<file path="src/rtl/reg_wb_arbiter.sv">
// reg_wb_arbiter
// Shares the register file's single write port (we3/wa3/wd3) between the
// datapath writeback and two multi-cycle auxiliary units. It also keeps a
// pending-write scoreboard so decode can stall on RAW hazards against
// registers still owed by an in-flight auxiliary operation.
//
// Ports:
//   clk, reset               clock, synchronous active-high reset
//   main_we/main_wa/main_wd  datapath writeback request
//   main_stall               datapath must not retire; its write is dropped
//   aux_valid[1:0]           aux write requests (bit i = unit i)
//   aux0_wa/aux0_wd          aux unit 0 destination and data
//   aux1_wa/aux1_wd          aux unit 1 destination and data
//   aux_ready[1:0]           one-hot (or zero) grant to the aux units
//   alloc_valid/alloc_reg    reserve a destination at multi-cycle issue
//   ra1, ra2                 decode source registers
//   rd1_busy, rd2_busy       source register has a pending aux write
//   we3/wa3/wd3              register file write port
module reg_wb_arbiter #(
  parameter int unsigned STARVE_LIMIT = 4
) (
  input  logic        clk,
  input  logic        reset,
  input  logic        main_we,
  input  logic [4:0]  main_wa,
  input  logic [31:0] main_wd,
  output logic        main_stall,
  input  logic [1:0]  aux_valid,
  input  logic [4:0]  aux0_wa,
  input  logic [31:0] aux0_wd,
  input  logic [4:0]  aux1_wa,
  input  logic [31:0] aux1_wd,
  output logic [1:0]  aux_ready,
  input  logic        alloc_valid,
  input  logic [4:0]  alloc_reg,
  input  logic [4:0]  ra1,
  input  logic [4:0]  ra2,
  output logic        rd1_busy,
  output logic        rd2_busy,
  output logic        we3,
  output logic [4:0]  wa3,
  output logic [31:0] wd3
);

  localparam logic [3:0] LIMIT = 4'(STARVE_LIMIT);

  logic [31:0] pending;
  logic [31:0] pending_next;
  logic        rr;
  logic [3:0]  cnt;

  logic        any_aux;
  logic        force_aux;
  logic        sel;
  logic [4:0]  sel_wa;
  logic [31:0] sel_wd;
  logic        aux_win;
  logic        main_win;

  // Grant and port drive. The aux unit only overrides a datapath write once
  // its request has been blocked long enough; reset masks every grant so no
  // write or handshake can leak through while the state is being cleared.
  always_comb begin
    any_aux   = |aux_valid;
    force_aux = (cnt >= LIMIT);
    sel       = aux_valid[rr] ? rr : ~rr;
    sel_wa    = sel ? aux1_wa : aux0_wa;
    sel_wd    = sel ? aux1_wd : aux0_wd;

    aux_win    = !reset && any_aux && (force_aux || !main_we);
    main_win   = !reset && main_we && !aux_win;
    main_stall = aux_win && main_we;

    aux_ready = '0;
    wa3       = '0;
    wd3       = '0;
    if (aux_win) begin
      aux_ready[sel] = 1'b1;
      wa3            = sel_wa;
      wd3            = sel_wd;
    end else if (main_win) begin
      wa3 = main_wa;
      wd3 = main_wd;
    end
    // Register 0 is hardwired: the handshake still completes but nothing is written.
    we3 = (aux_win || main_win) && (wa3 != 5'd0);
  end

  // Scoreboard next state: a new reservation takes priority over a clear of
  // the same register, since the new producer's write is still outstanding.
  always_comb begin
    pending_next = pending;
    if (aux_win) begin
      pending_next[sel_wa] = 1'b0;
    end
    if (alloc_valid && (alloc_reg != 5'd0)) begin
      pending_next[alloc_reg] = 1'b1;
    end
  end

  always_ff @(posedge clk) begin
    if (reset) begin
      pending <= '0;
      rr      <= 1'b0;
      cnt     <= '0;
    end else begin
      pending <= pending_next;
      if (aux_win) begin
        rr <= ~sel;
      end
      // The counter measures how long the current aux request has been blocked.
      if (aux_win || !any_aux) begin
        cnt <= '0;
      end else if (cnt != 4'hF) begin
        cnt <= cnt + 4'd1;
      end
    end
  end

  assign rd1_busy = (ra1 != 5'd0) && pending[ra1];
  assign rd2_busy = (ra2 != 5'd0) && pending[ra2];

endmodule

</file>
<file path="config.mk">
export PLATFORM = sky130hd
export DESIGN_NAME = reg_wb_arbiter
export DESIGN_NICKNAME = d
export VERILOG_FILES = /design/src/rtl/reg_wb_arbiter.sv
export SDC_FILE = /design/constraint.sdc
export NUM_CORES = 1
export LEC_CHECK = 0
export ABC_CLOCK_PERIOD_IN_PS = 1650
export CELL_PAD_IN_SITES_DETAIL_PLACEMENT = 1
export CELL_PAD_IN_SITES_GLOBAL_PLACEMENT = 1
export CORE_UTILIZATION = 25
export CTS_CLUSTER_DIAMETER = 40
export DETAILED_ROUTE_END_ITERATION = 12
export GPL_TIMING_DRIVEN = 0
export PLACE_DENSITY = 0.82
export SETUP_SLACK_MARGIN = 0.5
export SYNTH_ARGS = -nofsm -noshare
export SYNTH_HDL_FRONTEND = slang
export SYNTH_SLANG_ARGS = --single-unit
</file>
<file path="constraint.sdc">
create_clock -name clk -period 1.65 [get_ports clk]
set_input_delay 0.33 -clock clk [delete_from_list [all_inputs] [get_ports clk]]
set_output_delay 0.33 -clock clk [all_outputs]
set_load 0.01 [all_outputs]
</file>
==> results by group, run 1 <==
Timing
  – Final worst slack: -0.5513 ns
  – Tcrit/Tclk final: 1.334
  – Unrepaired setup endpoints after global routing: true
  – Max_slew headroom: 0.2769
  – Fmax: about 450 MHz
  – Min cycle time layout: ~2.2 ns
  – Final Max Tran Viols: 0
  – Fin. Hold Viols: 0
  – Worst slew pin tran: between 1 and 1.5 ns
  – Post-Route Setup TNS: -27.67 ns
  – Clk_skew: about 0.0037 ns
  – Final setup viols: 73

GRT
  – Largest net degree at the start of global routing: 11
  – Initial antenna violation count: 1
  – First-pass GRT wire length: between 20000 and 25000 µm
  – Global route overflow: 0
  – GRT Util Overall: 0.2349
  – Vias in the first global route: 4323

Finish
  – Util after Layout: 0.5503
  – Most common cell after layout, fill and taps aside: clkdlybuf4s50_1
  – Nets: between 700 and 800
  – Commonest non-fill, non-tap cells in the layout: 119 x clkdlybuf4s50_1, 62 x o21ai_1, 42 x buf_2, 39 x nand2_1, 30 x mux2i_1
  – Design area: 6638 µm²
  – Final Non-Filler Cells: 747
  – Layout cells sized above 1: 0.4273
  – Layout area overhead: 114.4%

Clock network
  – Clock Pin Slew Worst Setup and Hold Paths: 0.06 ns
  – Root Driver: clkbuf_16
  – Max clock buf depth: 2
  – CTS H-tree depth: 2
  – Total CTS buffers: 5
  – Clock sinks: 36
  – CTS hold repair buffers: 0
  – CTS tree: built
  – Worst skew pair latency: around 0.28 ns

Die
  – Core area: between 10000 and 15000 µm²
  – Die Span Y: between 100 and 150 µm
  – Starting density of the core: 0.2566
  – Die footprint: approximately 13000 µm²
  – Die width: ~110 µm
  – Site row count: 40
  – Io pins: between 150 and 200

Min path
  – Kind of path behind the tightest hold check: reg2reg

Worst setup path
  – Family with the most delay on the worst path: buffers and inverters
  – Worst Path Arrival: ~1.9 ns
  – CP required: approximately 1.3 ns
  – Worst setup EP type: primary output
  – Worst path cell trace: nand2b_4, buf_8, nand2_8, buf_12, buf_4, buf_16, mux2i_1, o21ai_1, buf_2
  – Crit path launch type: register
  – Max incr delay on CP: 0.38 ns
  – Crit path buffers/inverters: 5
  – Slowest-stage cell, CP: dfxtp_4
  – Crit-path max FO: 6
  – WS Path Type: reg2out

Synth
  – Fraction of the yosys area taken by sequential cells: 0.2328
  – Yosys reg bits: 36
  – Post-synthesis average cell area: approximately 8.8 µm²
  – Compound-Gate Fraction of Synth Area: 0.2926
  – Asr flop ratio synth: 0
  – Netlist cell types: 50
  – Mux share of post-synthesis cell area: 0.2466
  – Synth Area in XOR/XNOR: 0
  – Synth Cell Area: between 3000 and 4000 µm²
  – Post-synth top flop: dfxtp_1
  – Post-synth EDFFs: 0
  – Syn nets: approximately 480
  – Largest family of logic cells by synthesized area: compound AO/OA/AOI/OAI gates
  – Synth Area in Adders: 0.004042
  – YS warnings: 0
  – Synth Area in Simple Gates: 0.1649
  – Synthesized instance count: 350

Power
  – Worst IR Drop VDD: around 0.34 mV
  – Pleak: approximately 2.4 nW
  – P per Cell Area: around 550 nW/µm²

Job
  – Number of max-cap violations: 0

Placement
  – Cells after DPL: 689
  – Placed Area: roughly 5300 µm²
  – Port Buffer Count: approximately 170
  – HPWL after DPL: about 11000 µm
  – RD Place Congestion: roughly 0.91

Route
  – First-pass detailed-route iteration total: 4
  – WL/cell: between 20 and 25 µm
  – Initial DRC count: roughly 170
  – Routed via count: 4028
  – Drc violations: 0
  – Post-DRT Antenna Nets: 0
  – Vias/cell: between 5 and 6
  – Routed wire length: about 17000 µm

Status
  – Status: complete, but fails checks
  – Failing checks: negative setup slack
-- worst paths after layout --
| kind | startpoint | to | slack, ns | cells after the start |
|---|---|---|---|---|
| min reg2reg | cnt[0]$_SDFFE_PP0P_ | cnt[0]$_SDFFE_PP0P_ | 0.45 | 1 |
| max reg2reg | rr$_SDFFE_PP0P_ | pending[30]$_SDFF_PP0_ | -0.39 | 11 |
| max | rr$_SDFFE_PP0P_ | wd3[27] | -0.55 | 9 |
| min | cnt[0]$_SDFFE_PP0P_ | cnt[0]$_SDFFE_PP0P_ | 0.45 | 1 |
-- worst reg2reg max path, stage by stage (launching register included) --
cell      delay (ns)
dfxtp_4         0.37
nand2b_4        0.15
buf_8           0.12
nand2_8         0.08
buf_12          0.14
buf_4           0.11
buf_8           0.10
buf_8           0.13
a31oi_4         0.11
buf_12          0.18
o311ai_4        0.26
o21ai_1         0.14
-- flip-flops by register name (all words and copies together), names as in the netlist --
signal,cells
pending,31
cnt,4
rr,1
-- cells by family after synthesis --
kind of cell / count (synthesis)
AOI/OAI and AO/OA: 131
and+or+nand+nor: 91
muxes: 59
DFF: 36
buffers and inverters: 31
adders and majority gates: 1
other: 1
-- stage by stage --
stage | power [mW] | hold WS (ns) | setup slack [ns]
floorplan | 1.519 | 0.3984 | -0.1512
global placement | 2.161 | 0.4069 | -1.276
detailed placement | 2.192 | 0.4223 | -1.297
CTS | 3.364 | 0.4374 | -0.5142
global route | 3.732 | 0.4601 | -0.5781
finish | 3.623 | 0.4494 | -0.5513
-- final cells by class --
class | instances | area [µm²]
fill | 1295 | 5424
multi-input combinational | 283 | 3073
timing repair buffer | 221 | 2128
sequential | 36 | 740.7
buffer | 24 | 304.0
tap | 168 | 210.2
clock buffer | 7 | 152.6
inverter | 7 | 26.28
antenna | 1 | 2.502
-- power breakdown --
group / leakage [nW] / internal, mW / switching, mW
Sequential: 0.297 / 0.883 / 0.0183
Combinational: 2.02 / 0.912 / 0.812
Clock: 0.0760 / 0.634 / 0.364
-- cells in the mapped netlist (all sizes together), types with 3 or more instances --
cell / n / area, µm²
o21ai: 73 / 376.6
mux2i: 41 / 417.9
nand2: 40 / 166.4
dfxtp: 36 / 720.7
o311ai: 33 / 289.0
buf: 17 / 126.4
mux4: 12 / 270.3
nor2b: 9 / 56.30
nor2: 8 / 30.03
clkbuf: 7 / 26.28
inv: 7 / 26.28
nand3: 7 / 35.03
mux2: 6 / 75.07
nand2b: 6 / 37.54
a21oi: 5 / 28.78
a31oi: 5 / 76.32
nand4: 4 / 25.02
nor4b: 4 / 60.06
a2111oi: 3 / 26.28
a211oi: 3 / 27.52
and2: 3 / 18.77
-- layer usage --
metal,track usage,wire [µm],up-vias
li1,-,-,1835
met1,0.2416,6057,1967
met2,0.4663,9541,193
met3,0.04124,910,33
met4,0.09035,459,0
met5,0,0,-
-- repair_timing --
item	in CTS	in global routing
gates cloned	3	1
setup endpoints to repair	78	78
resized for setup	291	67
pin swaps	44	29
buffers inserted	33	13
Note: power is estimated with default switching activity, not from simulation.
==> run 2, diff against run 1 <==
Settings changed: CTS_CLUSTER_DIAMETER 40 to 30.
==> results of run 2 <==
Final layout, timing and power as in run 1 (identical DEF).
